===== src/rtl/jpeg_arb_pkg.sv =====
`default_nettype none
// ============================================================================
// Module   : jpeg_arb_pkg
// Purpose  : Shared types and constants for the JPEG block arbiter.
// Revision : 1.0 - initial release
// ============================================================================
package jpeg_arb_pkg;

    typedef enum logic [1:0] {
        ST_IDLE    = 2'd0,
        ST_FORWARD = 2'd1,
        ST_PAD     = 2'd2
    } arb_state_t;

    localparam logic [1:0] CH_Y  = 2'b00;
    localparam logic [1:0] CH_CB = 2'b01;
    localparam logic [1:0] CH_CR = 2'b10;

    localparam int DEF_PIXEL_COUNT = 64;

endpackage
`default_nettype wire


===== src/rtl/jpeg_arb_id_fifo.sv =====
`default_nettype none
// ============================================================================
// Module   : jpeg_arb_id_fifo
// Purpose  : In-order FIFO of granted source IDs; head tags the result stream.
// Revision : 1.0 - initial release
// ============================================================================
module jpeg_arb_id_fifo
    import jpeg_arb_pkg::*;
#(
    parameter int DEPTH = 2,
    parameter int WIDTH = 2
) (
    input  logic             clk,
    input  logic             reset_n,
    input  logic             push,
    input  logic             pop,
    input  logic [WIDTH-1:0] din,
    output logic [WIDTH-1:0] dout,
    output logic             full,
    output logic             empty
);

    localparam int AW = (DEPTH > 1) ? $clog2(DEPTH) : 1;
    localparam int CW = $clog2(DEPTH + 1);
    localparam logic [AW-1:0] LAST_IDX = AW'(DEPTH - 1);

    logic [WIDTH-1:0] mem [DEPTH];
    logic [AW-1:0]    wr_ptr;
    logic [AW-1:0]    rd_ptr;
    logic [CW-1:0]    count;
    logic             do_push;
    logic             do_pop;

    function automatic logic [AW-1:0] next_idx(input logic [AW-1:0] idx);
        return (idx == LAST_IDX) ? '0 : idx + 1'b1;
    endfunction

    assign full    = (count == CW'(DEPTH));
    assign empty   = (count == '0);
    assign dout    = mem[rd_ptr];
    assign do_push = push && !full;
    assign do_pop  = pop && !empty;

    always_ff @(posedge clk) begin
        if (do_push) begin
            mem[wr_ptr] <= din;
        end
    end

    always_ff @(posedge clk or negedge reset_n) begin
        if (!reset_n) begin
            wr_ptr <= '0;
            rd_ptr <= '0;
            count  <= '0;
        end else begin
            if (do_push) begin
                wr_ptr <= next_idx(wr_ptr);
            end
            if (do_pop) begin
                rd_ptr <= next_idx(rd_ptr);
            end
            case ({do_push, do_pop})
                2'b10:   count <= count + 1'b1;
                2'b01:   count <= count - 1'b1;
                default: count <= count;
            endcase
        end
    end

endmodule
`default_nettype wire


===== src/rtl/jpeg_block_arbiter.sv =====
`default_nettype none
// ============================================================================
// Module   : jpeg_block_arbiter
// Purpose  : Round-robin 8x8-block arbiter sharing one JPEG engine; tags the
//            result stream with the owning source ID. Optional stall
//            watchdog/padding enabled by macro JPEG_ARB_WDOG_EN.
// Revision : 1.0 - initial release
// ============================================================================
module jpeg_block_arbiter
    import jpeg_arb_pkg::*;
#(
    parameter int NUM_SRC       = 4,
    parameter int INPUT_WIDTH   = 8,
    parameter int DATA_WIDTH    = 32,
    parameter int PIXEL_COUNT   = DEF_PIXEL_COUNT,
    parameter int ID_FIFO_DEPTH = 2,
    parameter int WDOG_CYCLES   = 256
) (
    input  logic                             clk,
    input  logic                             reset_n,
    input  logic [NUM_SRC*3*INPUT_WIDTH-1:0] s_axis_tdata,
    input  logic [NUM_SRC-1:0]               s_axis_tvalid,
    input  logic [NUM_SRC-1:0]               s_axis_tlast,
    output logic [NUM_SRC-1:0]               s_axis_tready,
    output logic [3*INPUT_WIDTH-1:0]         e_tdata,
    output logic                             e_tvalid,
    output logic                             e_tlast,
    input  logic                             e_tready,
    input  logic [DATA_WIDTH-1:0]            r_tdata,
    input  logic                             r_tvalid,
    input  logic                             r_tlast,
    input  logic [1:0]                       r_tuser,
    output logic                             r_tready,
    output logic [DATA_WIDTH-1:0]            m_axis_tdata,
    output logic                             m_axis_tvalid,
    output logic                             m_axis_tlast,
    output logic [1:0]                       m_axis_tuser,
    input  logic                             m_axis_tready,
    output logic [$clog2(NUM_SRC)-1:0]       m_axis_tdest,
    output logic                             busy,
    output logic                             err_framing,
    output logic                             err_orphan,
    output logic                             err_pad
);

    localparam int SW = $clog2(NUM_SRC);
    localparam int PW = 3 * INPUT_WIDTH;
    localparam int BW = (PIXEL_COUNT > 1) ? $clog2(PIXEL_COUNT) : 1;
    localparam logic [BW-1:0] LAST_BEAT = BW'(PIXEL_COUNT - 1);

    if (NUM_SRC < 2 || PIXEL_COUNT < 2 || ID_FIFO_DEPTH < 1 || WDOG_CYCLES < 1) begin : g_bad_params
        $error("jpeg_block_arbiter: illegal parameter set");
    end

    arb_state_t     state;
    logic [SW-1:0]  grant;
    logic [SW-1:0]  rr_ptr;
    logic [SW-1:0]  pick;
    logic           pick_ok;
    logic [BW-1:0]  beat;
    logic [PW-1:0]  grant_slice;
    logic           src_valid;
    logic           hs;
    logic           push;
    logic           pop;
    logic           fifo_full;
    logic           fifo_empty;
    logic [SW-1:0]  fifo_head;

    // Scan from farthest to nearest so the source closest after rr_ptr wins.
    always_comb begin
        logic [SW-1:0] idx;
        idx     = '0;
        pick    = rr_ptr;
        pick_ok = 1'b0;
        for (int i = NUM_SRC; i >= 1; i--) begin
            idx = SW'((int'(rr_ptr) + i) % NUM_SRC);
            if (s_axis_tvalid[idx]) begin
                pick    = idx;
                pick_ok = 1'b1;
            end
        end
    end

    always_comb begin
        grant_slice = '0;
        for (int k = 0; k < NUM_SRC; k++) begin
            if (grant == SW'(k)) begin
                grant_slice = s_axis_tdata[k*PW +: PW];
            end
        end
    end

    assign src_valid = s_axis_tvalid[grant];

    always_comb begin
        s_axis_tready = '0;
        e_tvalid      = 1'b0;
        e_tdata       = '0;
        case (state)
            ST_FORWARD: begin
                e_tdata              = grant_slice;
                e_tvalid             = src_valid;
                s_axis_tready[grant] = e_tready;
            end
`ifdef JPEG_ARB_WDOG_EN
            ST_PAD: begin
                e_tvalid = 1'b1;
            end
`endif
            default: ;
        endcase
    end

    assign e_tlast     = (state != ST_IDLE) && (beat == LAST_BEAT);
    assign hs          = e_tvalid && e_tready;
    assign err_framing = (state == ST_FORWARD) && hs && (s_axis_tlast[grant] != e_tlast);
    assign push        = (state == ST_IDLE) && pick_ok && !fifo_full;
    assign busy        = (state != ST_IDLE) || !fifo_empty;

    assign m_axis_tdata  = r_tdata;
    assign m_axis_tvalid = r_tvalid;
    assign m_axis_tlast  = r_tlast;
    assign m_axis_tuser  = r_tuser;
    assign r_tready      = m_axis_tready;
    assign m_axis_tdest  = fifo_empty ? '0 : fifo_head;
    assign pop           = r_tvalid && m_axis_tready && r_tlast && (r_tuser == CH_CR) && !fifo_empty;
    // Orphan beats seen while held in reset are not errors.
    assign err_orphan    = reset_n && r_tvalid && fifo_empty;

`ifdef JPEG_ARB_WDOG_EN
    localparam int SCW = (WDOG_CYCLES > 1) ? $clog2(WDOG_CYCLES) : 1;
    localparam logic [SCW-1:0] STALL_LAST = SCW'(WDOG_CYCLES - 1);
    logic [SCW-1:0] stall;
`else
    assign err_pad = 1'b0;
`endif

    always_ff @(posedge clk or negedge reset_n) begin
        if (!reset_n) begin
            state  <= ST_IDLE;
            grant  <= '0;
            rr_ptr <= SW'(NUM_SRC - 1);
            beat   <= '0;
`ifdef JPEG_ARB_WDOG_EN
            stall   <= '0;
            err_pad <= 1'b0;
`endif
        end else begin
`ifdef JPEG_ARB_WDOG_EN
            err_pad <= 1'b0;
`endif
            case (state)
                ST_IDLE: begin
                    if (push) begin
                        grant  <= pick;
                        rr_ptr <= pick;
                        beat   <= '0;
                        state  <= ST_FORWARD;
`ifdef JPEG_ARB_WDOG_EN
                        stall  <= '0;
`endif
                    end
                end
                ST_FORWARD: begin
                    if (hs) begin
                        if (beat == LAST_BEAT) begin
                            beat  <= '0;
                            state <= ST_IDLE;
                        end else begin
                            beat <= beat + 1'b1;
                        end
`ifdef JPEG_ARB_WDOG_EN
                        stall <= '0;
                    end else if (!src_valid) begin
                        if (stall == STALL_LAST) begin
                            stall   <= '0;
                            err_pad <= 1'b1;
                            state   <= ST_PAD;
                        end else begin
                            stall <= stall + 1'b1;
                        end
`endif
                    end
                end
`ifdef JPEG_ARB_WDOG_EN
                ST_PAD: begin
                    if (hs) begin
                        if (beat == LAST_BEAT) begin
                            beat  <= '0;
                            state <= ST_IDLE;
                        end else begin
                            beat <= beat + 1'b1;
                        end
                    end
                end
`endif
                default: state <= ST_IDLE;
            endcase
        end
    end

    jpeg_arb_id_fifo #(
        .DEPTH (ID_FIFO_DEPTH),
        .WIDTH (SW)
    ) u_id_fifo (
        .clk     (clk),
        .reset_n (reset_n),
        .push    (push),
        .pop     (pop),
        .din     (pick),
        .dout    (fifo_head),
        .full    (fifo_full),
        .empty   (fifo_empty)
    );

endmodule
`default_nettype wire


===== config.mk =====
export PLATFORM = sky130hd
export DESIGN_NAME = jpeg_block_arbiter
export DESIGN_NICKNAME = d
export VERILOG_FILES = /design/src/rtl/jpeg_arb_pkg.sv /design/src/rtl/jpeg_arb_id_fifo.sv /design/src/rtl/jpeg_block_arbiter.sv
export SDC_FILE = /design/constraint.sdc
export NUM_CORES = 1
export LEC_CHECK = 0
export CORE_ASPECT_RATIO = 0.7
export CORE_MARGIN = 2
export CORE_UTILIZATION = 32
export CTS_BUF_LIST = sky130_fd_sc_hd__clkbuf_8
export CTS_CLUSTER_SIZE = 25
export DETAILED_ROUTE_END_ITERATION = 10
export GPL_TIMING_DRIVEN = 0
export PLACE_DENSITY = 0.95
export RECOVER_POWER = 50
export SETUP_SLACK_MARGIN = 0.4
export SLEW_MARGIN = 20
export SYNTH_ARGS = -nofsm -noshare
export SYNTH_HDL_FRONTEND = slang
export SYNTH_SLANG_ARGS = --single-unit
export TNS_END_PERCENT = 10

===== constraint.sdc =====
create_clock -name clk -period 4.35 [get_ports clk]
set_clock_uncertainty 0.05 [all_clocks]
set_input_delay 0.6525 -clock clk [delete_from_list [all_inputs] [get_ports clk]]
set_output_delay 0.6525 -clock clk [all_outputs]
set_load 0.02 [all_outputs]

### Word-level counts from Yosys, hierarchy flattened

Memory sizes are Yosys's and may differ from the RTL's.
Index checks and enable logic that the tools add are counted.

* bits in registers: 16
* RAM bits: 4
* bits of input ports: 144
* word-level logic and storage cells: 107
* memories kept: 1

* $add $sub $neg: 9
* magnitude comparators: 6
* equal/unequal tests: 13
* mux-type cells: 43
* bitwise logic cells: 1
* reductions and logical operators: 27

Memory list
* u_id_fifo.mem: words 2, width 2, read ports 1, clocked after memory_dff 0, wr ports 1, line jpeg_arb_id_fifo.sv:27 `logic [WIDTH-1:0] mem [DEPTH];`

Operators with widths (number)
* 2-to-1 mux 24 bit: 5
* 2-to-1 mux 6 bit: 3
* 2-to-1 mux 1 bit: 16
* 2-to-1 mux 2 bit: 8
* logical AND 1 bit: 15
* less-than comparator 2 x 3 -> 1 bit, second input constant: 5
* binary-select mux 1 bit (select 2 bit): 6
* case mux 6 bit (2 select lines): 1
* equality test 2 bit, second input constant: 5
* case mux 2 bit (2 select lines): 2
* adder 2 x 1 -> 2 bit, second input constant: 3
* adder 6 x 1 -> 6 bit, second input constant: 1
* equality test 2 x 1 -> 1 bit, second input constant: 3
* equality test 6 bit, second input constant: 1
* zero test 2 bit: 3
* AND reduction 3 bit: 2
* nonzero test 2 bit: 3
* adder 2 bit, second input constant: 2
* AND 4 bit: 1
* 2-to-1 mux 4 bit: 1
* != test 2 bit, second input constant: 2
* adder 1 bit, second input constant: 2
* demux 1 bit (select 2 bit): 1
* >= comparator 2 x 1 -> 1 bit, second input constant: 1
* 6 further kinds: 7

### Logic depth before layout (Yosys ltp)

* word-level depth: 12
* depth in mapped cells: 7

### Hierarchy

From an unflattened synthesis, not the netlist that was laid out.

* cells, all modules: 206
* area, all modules: 2122.0 um2

By module, submodules not included
* jpeg_block_arbiter: times used 1, cells each 182, area an instance 1783.0 um2, seq. area each 277.8 um2
* jpeg_arb_id_fifo: times used 1, cells each 24, area an instance 339.1 um2, seq. area each 220.2 um2

### Least setup slack after synthesis

Ideal clock, no wire load.

* path kind: flip-flop to output port
* start point: reg beat[0]
* end point: out err_framing
* arrival: 1.734 ns
* path slack: 1.914 ns
* cell stages (with the launch flop): 6
* path buffers: 0
* cells stage by stage: dfrtp_1 > ha_1 > nand3_1 > nor3_1 > xnor2_1 > nor2_1

* longest elaborated chain between the ends: 4

RTL lines
* start, declared: line jpeg_block_arbiter.sv:60 `logic [BW-1:0] beat;`
* start signal, assigned: line jpeg_block_arbiter.sv:171 `beat <= beat + 1'b1;`
* equality test 6 bit: line jpeg_block_arbiter.sv:115 `assign e_tlast = (state != ST_IDLE) && (beat == LAST_BEAT);`
* logical AND 1 bit: line jpeg_block_arbiter.sv:115
* net e_tlast: line jpeg_block_arbiter.sv:27 `output logic e_tlast,`
* != test 1 bit: line jpeg_block_arbiter.sv:117 `assign err_framing = (state == ST_FORWARD) && hs && (s_axis_tlast[grant] != e_tlast);`
* logical AND 1 bit: line jpeg_block_arbiter.sv:117
* end, declared: line jpeg_block_arbiter.sv:41 `output logic err_framing,`

The timed path passes the listed nets, and every way through them passes these cells.

### Worst setup path after layout

* start point: in s_axis_tvalid[1]
* end point: out err_framing

* longest elaborated chain between the ends: 6

RTL lines
* start, declared: line jpeg_block_arbiter.sv:22 `input logic [NUM_SRC-1:0] s_axis_tvalid,`
* binary-select mux 1 bit (select 2 bit): line jpeg_block_arbiter.sv:94 `assign src_valid = s_axis_tvalid[grant];`
* 2-to-1 mux 1 bit (implied by the code): line jpeg_block_arbiter.sv:94
* 2-to-1 mux 1 bit: line jpeg_block_arbiter.sv:100 `case (state)`
* logical AND 1 bit: line jpeg_block_arbiter.sv:116 `assign hs = e_tvalid && e_tready;`
* logical AND 1 bit (2 in series): line jpeg_block_arbiter.sv:117

No other way between the ends. The select of a mux whose other input is x is not followed.

==> results_dict.tcl <==
set metrics [dict create \
    yosys_warnings 0 \
    dr_total_vias 2303 \
    finalSetupViolations 0 \
    track_usage_pct 22.3 \
    synthArstFlopShare_pct 78.9 \
    overflow 0 \
    rsz0062_at_grt "false" \
    avgSynthCellArea_sq_um 10.4 \
    antenna_left 0 \
    drive_gt1_share_pct 19.7 \
    num_antenna_cells 0 \
    cts_made_buffers 3 \
    tightest_slew_ns 0.740 \
    tritoncts "built" \
    max_stage_delay_ns 0.60 \
    fin_crit_ns 3.34 \
    syn_inst 203 \
    die_w_microns 101 \
    dieArea_sq_um 7240 \
    placedCellCount 464 \
    fmax_ghz 0.299 \
    grt_pass1_vias 2463 \
    clk_pin_slew_ns 0.07 \
    required_ns 3.65 \
    wl_microns 8260 \
    crit_path_start_kind "input pin" \
    root_buffer "clkbuf_8" \
    arrival_ns 2.64 \
    ir_drop_mv 0.275 \
    path_buf_inv 3 \
    multi_input_comb_area_sq_um 1210 \
    holdWs_ns 0.455 \
    synth_cell_type_count 38 \
    place.detailed.hpwl_microns 6970 \
    crit_chain "dlygate4sd3_1 > mux4_2 > nand3_2 > buf_6 > nor2_1 > clkdlybuf4s50_1" \
    grt_max_degree 17 \
    cts_hold_buffers 0 \
    cts_resized 0 \
    pwr_density_cell_nw_per_um2 537 \
    cp_slowest_cell "dlygate4sd3_1" \
    period_share_pct 76.8 \
    core_area_sq_um 6280 \
    synth_area_sq_um 2100 \
    post_cts.repair.setup_buffers 0 \
    syn_to_final_growth_pct 93.2 \
    ys_ff_latch 19 \
    seq_area_sq_um 498 \
    die_h_microns 71.8 \
    cts_max_path_buffers 2 \
    drtIter0Drc 99 \
    worstHoldPathType "reg2reg" \
    drc 0 \
    fin_nets 537 \
    clk_latency_ns 0.26 \
    cts_max_level 1 \
    status "finished, final reports clean" \
    synth_top_area_share_pct 27.9 \
    clock-sinks 19 \
    wire_per_inst_microns 17.6 \
    fillers 499 \
    finalPower_mw 2.18 \
    grt_pass1_wl_microns 12400 \
    seq_area_frac_synth_pct 23.7 \
    crit_type "in2out" \
    cp-end-kind "primary output" \
    finalNonFillerCells 468 \
    port_buffers 183 \
    place_congestion 0.868 \
    pin_count 217 \
    synth_edf_count 4 \
    dr.pass1.iters 4 \
    vias_per_cell 4.92 \
    crit_fanout 10 \
    crit_family "buffers and inverters" \
    leakage_nw 1.63 \
    cap_violations 0 \
    synthFlopType "dfrtp_1" \
    syn-num-nets 349 \
    start_util_pct 33.5 \
    antenna_found_initial 0 \
    layout_common_cells "clkdlybuf4s50_1 (149), buf_4 (39), dlygate4sd3_1 (34), mux4_2 (26), and2_1 (26)" \
    slew_viol_final 0 \
    slew_headroom_pct 50.5 \
    std_cell_rows 24 \
    hold_viol_final 0 \
    netlist_top_cells_area "mux4_2 (28%), dfrtp_1 (15%), buf_4 (14%), and2_1 (7.7%), edfxtp_1 (5.7%)" \
    fin_setup_tns_ns 0 \
    layout_commonest_cell "clkdlybuf4s50_1" \
    post-synth-top-area-cell "mux4_2" \
]
-- through the flow --
step | setup WS [ns] | instance area [sq um] | utilization [%]
3_3_place_gp | 1.14 | 4030 | 64.2
2_1_floorplan | 1.91 | 2100 | -
3_5_place_dp | 1.11 | 4030 | 64.2
6_report | 1.01 | 4060 | 64.7
5_1_grt | 0.947 | 4060 | 64.7
4_1_cts | 1.02 | 4080 | 65.0
-- area by class of cell --
cell class              count  area share (%)
clock inverters             1          0.0924
multi-input cells         128            29.9
inverters                   6           0.555
clock buffers               3            1.02
well taps                  78            2.40
repair buffers            183            45.1
flip-flops and latches     19            12.3
plain buffers              50            8.66
-- routing by layer --
layer | global-route usage (%) | wire [microns]
met3 | 4.20 | 483
met4 | 5.48 | 136
met2 | 40.3 | 4510
met5 | 0 | 0
met1 | 27.5 | 3130
-- state kept, by name (all words and copies together), names as in the netlist --
| register | flops |
|---|---|
| state | 1 |
| grant | 2 |
| beat | 6 |
| rr_ptr | 2 |
| u_id_fifo.mem | 4 |
| u_id_fifo.wr_ptr | 1 |
| u_id_fifo.rd_ptr | 1 |
| u_id_fifo.count | 2 |
-- where the power goes --
group	switching, mW	leakage, nW	internal, mW
sequential	0.0674	0.200	0.265
clock	0.0615	0.0269	0.0630
combinational	0.829	1.41	0.897
-- cells in the mapped netlist (2+ instances only) --
| cell | n |
|---|---|
| xnor2_1 | 4 |
| mux2i_1 | 3 |
| and2_1 | 26 |
| mux2_1 | 2 |
| inv_2 | 2 |
| dfstp_2 | 2 |
| mux4_2 | 26 |
| nor3b_1 | 2 |
| dfrtp_1 | 13 |
| inv_1 | 4 |
| buf_2 | 2 |
| nor3_1 | 6 |
| ha_1 | 2 |
| nor4_1 | 2 |
| buf_4 | 40 |
| nor2_1 | 14 |
| nand3_2 | 2 |
| clkbuf_1 | 5 |
| buf_6 | 2 |
| nand3_1 | 9 |
| xor2_1 | 2 |
| a21oi_1 | 5 |
| edfxtp_1 | 4 |
| nand2b_1 | 3 |
| nand2_1 | 7 |
| a211o_1 | 2 |
-- final timing paths --
path	startpoint	to	slack (ns)	cells past startpoint
worst max-delay path	s_axis_tvalid[1]	err_framing	1.01	6
worst min-delay path	u_id_fifo.wr_ptr$_DFFE_PN0N_	u_id_fifo.wr_ptr$_DFFE_PN0N_	0.46	1
worst max register to register	state[0]$_DFFE_PN0P_	u_id_fifo.count[1]$_DFFE_PN0P_	2.31	6
worst min register to register	u_id_fifo.wr_ptr$_DFFE_PN0N_	u_id_fifo.wr_ptr$_DFFE_PN0N_	0.46	1
max in group asynchronous	reset_n	beat[0]$_DFFE_PN0P_	2.94	1
min in group asynchronous	reset_n	state[0]$_DFFE_PN0P_	0.84	1
-- cells by family after synthesis --
family	count (synthesis)	share of synthesized area, %
other	1	0.178
buffers and inverters	56	18.0
XOR/XNOR	6	2.50
adder cells (fa/ha/maj)	2	1.19
multiplexers	31	30.4
AND/OR/NAND/NOR	75	19.9
flip-flops	19	23.7
AO/OA/AOI/OAI	13	4.23
Power figures use the tool's default switching activity.
